## config.mk

```make
export PLATFORM = sky130hd
export DESIGN_NAME = pass_auth_engine
export DESIGN_NICKNAME = d
export VERILOG_FILES = /design/src/rtl/pass_pkg.sv /design/src/rtl/pass_cycle_timer.sv /design/src/rtl/pass_auth_engine.sv
export SDC_FILE = /design/constraint.sdc
export NUM_CORES = 1
export LEC_CHECK = 0
export ABC_CLOCK_PERIOD_IN_PS = 2250
export CORE_MARGIN = 2
export CORE_UTILIZATION = 57
export DETAILED_ROUTE_END_ITERATION = 10
export PLACE_DENSITY = 0.79
export SYNTH_ARGS = -nofsm -noshare
export SYNTH_HDL_FRONTEND = slang
export SYNTH_SLANG_ARGS = --single-unit
```

## constraint.sdc

```tcl
create_clock -name clk -period 2.25 [get_ports clk]
set_input_delay 0.45 -clock clk [delete_from_list [all_inputs] [get_ports clk]]
set_output_delay 0.45 -clock clk [all_outputs]
set_load 0.01 [all_outputs]
```

## src/rtl/pass_pkg.sv

```systemverilog
`default_nettype none
// ============================================================================
// Module   : pass_pkg
// Brief    : Shared FSM state encoding and default constants for the
//            password authentication engine.
// Revision : 1.0 - initial release
// ============================================================================
package pass_pkg;

    typedef enum logic [2:0] {
        ST_IDLE    = 3'd0,
        ST_ENTRY   = 3'd1,
        ST_FETCH   = 3'd2,
        ST_ROMWAIT = 3'd3,
        ST_CATCH   = 3'd4,
        ST_COMPARE = 3'd5,
        ST_PASSED  = 3'd6,
        ST_LOCKED  = 3'd7
    } pass_state_t;

    localparam int c_digits       = 4;
    localparam int c_digit_w      = 4;
    localparam int c_id_w         = 5;
    localparam int c_max_attempts = 4;
    localparam int c_rom_lat      = 2;
    localparam int c_lockout_cyc  = 1000;
    localparam int c_timeout_cyc  = 5000;
    localparam int c_timer_w      = $clog2(c_timeout_cyc + 1);

endpackage
`default_nettype wire

```

## src/rtl/pass_cycle_timer.sv

```systemverilog
`default_nettype none
// ============================================================================
// Module   : pass_cycle_timer
// Brief    : Loadable down-counter; expired is high while the count is zero.
// Revision : 1.0 - initial release
// ============================================================================
module pass_cycle_timer
    import pass_pkg::*;
#(
    parameter int WIDTH = c_timer_w
) (
    input  logic             clk,
    input  logic             rst,
    input  logic             load,
    input  logic [WIDTH-1:0] load_value,
    input  logic             enable,
    output logic             expired
);

    logic [WIDTH-1:0] r_count;

    always_ff @(posedge clk) begin
        if (rst) begin
            r_count <= '0;
        end else if (load) begin
            r_count <= load_value;
        end else if (enable && (r_count != '0)) begin
            r_count <= r_count - 1'b1;
        end
    end

    assign expired = (r_count == '0);

endmodule
`default_nettype wire

```

## src/rtl/pass_auth_engine.sv

```systemverilog
`default_nettype none
// ============================================================================
// Module   : pass_auth_engine
// Brief    : Collects a multi-digit password, fetches the stored password from
//            a synchronous ROM word by word, compares, and manages lockout.
// Revision : 1.0 - initial release
// ============================================================================
module pass_auth_engine
    import pass_pkg::*;
#(
    parameter int DIGITS       = c_digits,
    parameter int DIGIT_W      = c_digit_w,
    parameter int ID_W         = c_id_w,
    parameter int MAX_ATTEMPTS = c_max_attempts,
    parameter int ROM_LAT      = c_rom_lat,
    parameter int LOCKOUT_CYC  = c_lockout_cyc,
    parameter int TIMEOUT_CYC  = c_timeout_cyc
) (
    input  logic                             clk,
    input  logic                             rst,
    input  logic                             game_enter,
    input  logic [DIGIT_W-1:0]               user_digit,
    input  logic                             matched_id,
    input  logic [ID_W-1:0]                  internal_id,
    input  logic                             guest,
    input  logic                             gm_logout,
    output logic [ID_W+$clog2(DIGITS)-1:0]   rom_addr,
    input  logic [DIGIT_W-1:0]               rom_data,
    output logic                             login,
    output logic                             logout,
    output logic                             fail,
    output logic                             locked,
    output logic [3:0]                       attempts_left
);

    localparam int c_addr_w  = ID_W + $clog2(DIGITS);
    localparam int c_buf_w   = DIGITS * DIGIT_W;
    localparam int c_cnt_w   = $clog2(DIGITS + 1);
    localparam int c_idx_w   = $clog2(DIGITS);
    localparam int c_tmr_max = (LOCKOUT_CYC > TIMEOUT_CYC) ? LOCKOUT_CYC : TIMEOUT_CYC;
    localparam int c_tmr_w   = $clog2(c_tmr_max + 1);

    localparam logic [c_addr_w-1:0] c_digits_a  = c_addr_w'(DIGITS);
    localparam logic [c_cnt_w-1:0]  c_last_cnt  = c_cnt_w'(DIGITS - 1);
    localparam logic [c_idx_w-1:0]  c_last_idx  = c_idx_w'(DIGITS - 1);
    localparam logic [3:0]          c_max_att   = 4'(MAX_ATTEMPTS);
    localparam logic [1:0]          c_wait_init = 2'(ROM_LAT - 2);
    localparam logic [c_tmr_w-1:0]  c_tmo_load  = c_tmr_w'(TIMEOUT_CYC - 1);
    localparam logic [c_tmr_w-1:0]  c_lock_load = c_tmr_w'(LOCKOUT_CYC - 1);

    pass_state_t           r_state, w_state_next;
    logic [ID_W-1:0]       r_id, w_id;
    logic [c_buf_w-1:0]    r_user_buf, w_user_buf;
    logic [c_buf_w-1:0]    r_rom_buf, w_rom_buf;
    logic [c_cnt_w-1:0]    r_digit_cnt, w_digit_cnt;
    logic [c_idx_w-1:0]    r_idx, w_idx;
    logic [1:0]            r_wait, w_wait;
    logic [c_addr_w-1:0]   r_rom_addr, w_rom_addr;
    logic                  r_login, w_login;
    logic                  r_logout, w_logout;
    logic                  r_fail, w_fail;
    logic [3:0]            r_attempts, w_attempts;
    logic                  w_tmr_load, w_tmr_en, w_tmr_expired;
    logic [c_tmr_w-1:0]    w_tmr_value;

    // One timer serves the entry timeout and the lockout hold; the two
    // states never overlap, so each use reloads it on entry.
    pass_cycle_timer #(
        .WIDTH (c_tmr_w)
    ) u_timer (
        .clk        (clk),
        .rst        (rst),
        .load       (w_tmr_load),
        .load_value (w_tmr_value),
        .enable     (w_tmr_en),
        .expired    (w_tmr_expired)
    );

    always_ff @(posedge clk) begin
        if (rst) begin
            r_state     <= ST_IDLE;
            r_id        <= '0;
            r_user_buf  <= '0;
            r_rom_buf   <= '0;
            r_digit_cnt <= '0;
            r_idx       <= '0;
            r_wait      <= '0;
            r_rom_addr  <= '0;
            r_login     <= 1'b0;
            r_logout    <= 1'b0;
            r_fail      <= 1'b0;
            r_attempts  <= c_max_att;
        end else begin
            r_state     <= w_state_next;
            r_id        <= w_id;
            r_user_buf  <= w_user_buf;
            r_rom_buf   <= w_rom_buf;
            r_digit_cnt <= w_digit_cnt;
            r_idx       <= w_idx;
            r_wait      <= w_wait;
            r_rom_addr  <= w_rom_addr;
            r_login     <= w_login;
            r_logout    <= w_logout;
            r_fail      <= w_fail;
            r_attempts  <= w_attempts;
        end
    end

    always_comb begin
        w_state_next = r_state;
        w_id         = r_id;
        w_user_buf   = r_user_buf;
        w_rom_buf    = r_rom_buf;
        w_digit_cnt  = r_digit_cnt;
        w_idx        = r_idx;
        w_wait       = r_wait;
        w_rom_addr   = r_rom_addr;
        w_login      = 1'b0;
        w_logout     = 1'b0;
        w_fail       = 1'b0;
        w_attempts   = r_attempts;
        w_tmr_load   = 1'b0;
        w_tmr_value  = '0;
        w_tmr_en     = 1'b0;

        case (r_state)
            ST_IDLE: begin
                w_attempts = c_max_att;
                if (guest) begin
                    w_state_next = ST_PASSED;
                end else if (matched_id) begin
                    w_id         = internal_id;
                    w_user_buf   = '0;
                    w_rom_buf    = '0;
                    w_digit_cnt  = '0;
                    w_state_next = ST_ENTRY;
                end
            end

            ST_ENTRY: begin
                // A digit in the expiry cycle wins over the timeout.
                if (game_enter) begin
                    w_user_buf = {r_user_buf[c_buf_w-DIGIT_W-1:0], user_digit};
                    if (r_digit_cnt == c_last_cnt) begin
                        w_digit_cnt  = '0;
                        w_idx        = '0;
                        w_state_next = ST_FETCH;
                    end else begin
                        w_digit_cnt = r_digit_cnt + 1'b1;
                        w_tmr_load  = 1'b1;
                        w_tmr_value = c_tmo_load;
                    end
                end else if (r_digit_cnt != '0) begin
                    if (w_tmr_expired) begin
                        w_user_buf  = '0;
                        w_digit_cnt = '0;
                    end else begin
                        w_tmr_en = 1'b1;
                    end
                end
            end

            ST_FETCH: begin
                w_rom_addr = c_addr_w'(r_id) * c_digits_a + c_addr_w'(r_idx);
                if (ROM_LAT == 1) begin
                    w_state_next = ST_CATCH;
                end else begin
                    w_wait       = c_wait_init;
                    w_state_next = ST_ROMWAIT;
                end
            end

            ST_ROMWAIT: begin
                if (r_wait == 2'd0) begin
                    w_state_next = ST_CATCH;
                end else begin
                    w_wait = r_wait - 2'd1;
                end
            end

            // rom_data is sampled on the ROM_LAT-th edge after rom_addr updates.
            ST_CATCH: begin
                w_rom_buf = {r_rom_buf[c_buf_w-DIGIT_W-1:0], rom_data};
                if (r_idx == c_last_idx) begin
                    w_state_next = ST_COMPARE;
                end else begin
                    w_idx        = r_idx + 1'b1;
                    w_state_next = ST_FETCH;
                end
            end

            ST_COMPARE: begin
                if (r_user_buf == r_rom_buf) begin
                    w_attempts   = c_max_att;
                    w_state_next = ST_PASSED;
                end else begin
                    w_fail     = 1'b1;
                    w_attempts = r_attempts - 4'd1;
                    if (r_attempts == 4'd1) begin
                        w_logout     = 1'b1;
                        w_tmr_load   = 1'b1;
                        w_tmr_value  = c_lock_load;
                        w_state_next = ST_LOCKED;
                    end else begin
                        w_user_buf   = '0;
                        w_rom_buf    = '0;
                        w_digit_cnt  = '0;
                        w_state_next = ST_ENTRY;
                    end
                end
            end

            ST_PASSED: begin
                if (gm_logout) begin
                    w_logout     = 1'b1;
                    w_state_next = ST_IDLE;
                end else begin
                    w_login = 1'b1;
                end
            end

            ST_LOCKED: begin
                if (w_tmr_expired) begin
                    w_attempts   = c_max_att;
                    w_state_next = ST_IDLE;
                end else begin
                    w_tmr_en = 1'b1;
                end
            end

            default: begin
                w_state_next = ST_IDLE;
                w_id         = '0;
                w_user_buf   = '0;
                w_rom_buf    = '0;
                w_digit_cnt  = '0;
                w_idx        = '0;
                w_wait       = '0;
                w_rom_addr   = '0;
                w_attempts   = c_max_att;
            end
        endcase
    end

    assign rom_addr      = r_rom_addr;
    assign login         = r_login;
    assign logout        = r_logout;
    assign fail          = r_fail;
    assign locked        = (r_state == ST_LOCKED);
    assign attempts_left = r_attempts;

endmodule
`default_nettype wire

```

==> flow_metrics.env <==
export IMPL_slew_headroom=0.608
export IMPL_cap_violations=0
export IMPL_worstHoldPathType="flip-flop to flip-flop"
export IMPL_crit_chain="and3_1 > clkdlybuf4s50_1"
export IMPL_rr_endpoint="u_timer.r_count[5]$_SDFFE_PP0P_"
export IMPL_power_leakage_nw=1.65
export IMPL_grt_max_degree=51
export IMPL_cts_clk_slew_worst_paths_ns=0.08
export IMPL_pwr_share_clk=0.217
export IMPL_power_frac_comb=0.424
export IMPL_worstMarginPinSlew_ns=0.585
export IMPL_layout_nets=483
export IMPL_post_route_period_util=0.970
export IMPL_track_usage=0.238
export IMPL_slowest_stage="clkdlybuf4s50_1"
export IMPL_switchingPower_mw=1.72
export IMPL_viasPerCell=5.83
export IMPL_fin_ws_ns=0.0683
export IMPL_numClockSinks=74
export IMPL_synth_largest_area_cell="dfxtp_1"
export IMPL_fp_row_count=29
export IMPL_die_w_um=84.5
export IMPL_io_buffer_count=33
export IMPL_reg2reg_depth=5
export IMPL_drt_iter0_drc=170
export IMPL_criticalPathCategory="flip-flop to output port"
export IMPL_cp_start_kind="flip-flop"
export IMPL_gp_congestion=0.870
export IMPL_highest_layer="met4"
export IMPL_clk_latency_ns=0.35
export IMPL_drive_gt1_frac=0.115
export IMPL_synth_seq_cells=74
export IMPL_place_hpwl_um=5490
export IMPL_vias=3134
export IMPL_fmax_ghz=0.458
export IMPL_antennaDiodeCount=0
export IMPL_drcViolationCount=0
export IMPL_routed_wl_um=8170
export IMPL_wl_per_cell_um=15.2
export IMPL_netlist_instances=419
export IMPL_min_period_ns=2.18
export IMPL_initial_core_util=0.585
export IMPL_yosysWarnings=0
export IMPL_worstHoldPathCells=2
export IMPL_grt_pass1_vias=3019
export IMPL_dpl_worst_slack_ns=-0.0472
export IMPL_arrival_ns=1.73
export IMPL_cts_buffers=9
export IMPL_finalSetupViolCount=0
export IMPL_synth_top_area_frac=0.401
export IMPL_cp_max_fo=8
export IMPL_ys_top_cells_by_area="dfxtp_1 40%, a21oi_1 7.0%, xor2_1 5.7%"
export IMPL_worst_ep_required_time_ns=1.80
export IMPL_io_pins=34
export IMPL_swShare=0.386
export IMPL_cts_tree="built"
export IMPL_ctsLongestPathBuffers=2
export IMPL_ant_nets=0
export IMPL_slowest_delay_ns=0.58
export IMPL_postCtsHoldBufs=0
export IMPL_grt_pass1_wl_um=13800
export IMPL_syn_area_per_cell_um2=8.82
export IMPL_synth_cell_type_count=60
export IMPL_finalHoldViolCount=0
export IMPL_core_area_um2=6310
export IMPL_stdcell_area_um2=4400
export IMPL_tns_ns=0
export IMPL_hold_start="r_rom_buf[5]$_SDFFE_PP0P_"
export IMPL_synth_edf_count=0
export IMPL_clockRootBuffer="clkbuf_8"
export IMPL_htreeDepth=3
export IMPL_whs_endpoint="r_rom_buf[9]$_SDFFE_PP0P_"
export IMPL_p_seq_frac=0.359
export IMPL_drv_slew=0
export IMPL_post_dp_cell_area_um2=4190
export IMPL_die_area_um2=7140
export IMPL_status="finished clean"
export IMPL_wl_met1_um=3680
export IMPL_critPathCaptureType="output port"
export IMPL_fill_cells=494
export IMPL_intPower_mw=2.74
export IMPL_rsz0062_at_grt="no"
export IMPL_reg2reg_slack_ns=0.16
export IMPL_synthArstFlopShare=0
export IMPL_power_density_nw_per_um2=1020
export IMPL_antenna_found_initial=0
export IMPL_max_vdd_ir_drop_v=0.000705
export IMPL_synth_flop_cell="dfxtp_1"
export IMPL_syn_to_final_growth_pct=19.0
export IMPL_finalClockSkew_ns=0.00698
export IMPL_die_y_um=84.5
export IMPL_syn_nets=446
export IMPL_wl_met2_um=3930
export IMPL_worstReg2RegStart="r_user_buf[0]$_SDFFE_PP0P_"
export IMPL_seq_area_frac_synth=0.401
export IMPL_first_pass_iters=5
export IMPL_wl_met3_um=389
export IMPL_syn_cell_area_um2=3700
export IMPL_gr_total_overflow=0
==> cell usage after synthesis, drive strengths merged, types with 2 or more instances <==
cell type	number
or4	2
nor4	8
a31oi	2
nand2	27
and2	3
xnor2	2
nor2	30
mux2i	12
or2	2
nand3b	3
inv	10
xor2	24
buf	14
nor4b	3
a21oi	54
o21ai	25
nand2b	22
a21o	2
nor3b	3
nor3	9
nor2b	6
clkbuf	14
o311a	2
ha	8
nand4	6
nand3	12
a2111oi	2
a211oi	22
dfxtp	74
==> timing repair <==
action	4_1_cts	5_1_grt
setup endpoints to repair	8	2
setup buffers	0	0
pin swaps	1	0
resized for setup	2	2
==> cell families after synthesis <==
group	synth area share
DFF	0.401
AOI/OAI and AO/OA	0.215
muxes	0.0325
adders and majority gates	0.0271
and+or+nand+nor	0.216
xor gates and xnor gates	0.0616
buffers and inverters	0.0477
==> per-layer routing <==
layer	global-route usage	up-vias
met5	0	-
met4	0.108	0
met3	0.0600	15
met2	0.376	81
met1	0.308	1468
li1	-	1570
==> cell usage in the layout (no fill, tap or decap), types with 6 or more instances in the layout <==
cell type / Yosys / final
dfxtp_1: 74 / 74
a21oi_1: 52 / 51
clkdlybuf4s50_1: 0 / 32
nor2_1: 29 / 29
nand2_1: 27 / 27
xor2_1: 24 / 24
nand2b_1: 22 / 22
a211oi_1: 21 / 21
buf_4: 2 / 18
o21ai_1: 17 / 17
nand3_1: 12 / 12
mux2i_1: 12 / 12
clkbuf_8: 0 / 12
inv_1: 10 / 10
nor3_1: 9 / 9
o21ai_0: 8 / 8
ha_1: 8 / 8
nand4_1: 6 / 6
nor2b_1: 6 / 6
==> through the flow <==
| stage | hold WS (ns) | utilization | std cells | power (mW) |
|---|---|---|---|---|
| floorplan | 0.435 | - | 419 | 2.93 |
| finish | 0.476 | 0.696 | 538 | 4.47 |
| detailed placement | 0.465 | 0.663 | 522 | 3.46 |
| global route | 0.500 | 0.696 | 538 | 4.74 |
| global placement | 0.445 | 0.663 | 522 | 3.41 |
| CTS | 0.473 | 0.694 | 538 | 4.45 |
==> power by group through the flow <==
stage               Clock [mW]  Sequential (mW)  Combinational (mW)
floorplan                    0             1.58                1.35
global placement             0             1.62                1.79
detailed placement           0             1.63                1.83
CTS                      0.994             1.60                1.86
global route              1.06             1.62                2.06
finish                   0.970             1.60                1.89
==> flip-flops by register name (all words and copies together), names as in the netlist <==
signal           count
r_id                 5
rom_addr             7
attempts_left        4
logout               1
r_idx                2
r_rom_buf           16
r_digit_cnt          3
login                1
r_user_buf          16
u_timer.r_count     13
r_state              3
fail                 1
r_wait               2
==> critical path: cells and delay by family (launching register included) <==
| family | cells | cell delay, ns |
|---|---|---|
| buffers and inverters | 1 | 0.58 |
| AND/OR/NAND/NOR | 1 | 0.32 |
| flip-flops | 1 | 0.49 |
==> worst max path at each step <==
| stage | start | to | slack [ns] | cells after the start |
|---|---|---|---|---|
| 2_1_floorplan | u_timer.r_count[0]$_SDFFE_PP0P_ | r_state[2]$_SDFFE_PP0P_ | 0.35 | 8 |
| 3_3_place_gp | guest | r_state[2]$_SDFFE_PP0P_ | -0.01 | 5 |
| 3_5_place_dp | guest | r_state[2]$_SDFFE_PP0P_ | -0.05 | 5 |
| 4_1_cts | r_state[0]$_SDFFE_PP0P_ | locked | 0.07 | 3 |
| 5_1_grt | r_state[0]$_SDFFE_PP0P_ | locked | 0.002 | 3 |
| 6_report | r_state[1]$_SDFFE_PP0P_ | locked | 0.07 | 2 |
==> layout make-up <==
type	count	area (um^2)	share of cell area
Multi-Input combinational cell	307	2080	0.472
Clock inverter	1	7.51	0.00171
Clock buffer	15	176	0.0401
Sequential cell	74	1480	0.337
Timing Repair Buffer	54	520	0.118
Tap cell	77	96.3	0.0219
Inverter	10	37.5	0.00854
(Power assumes the default switching activity.)
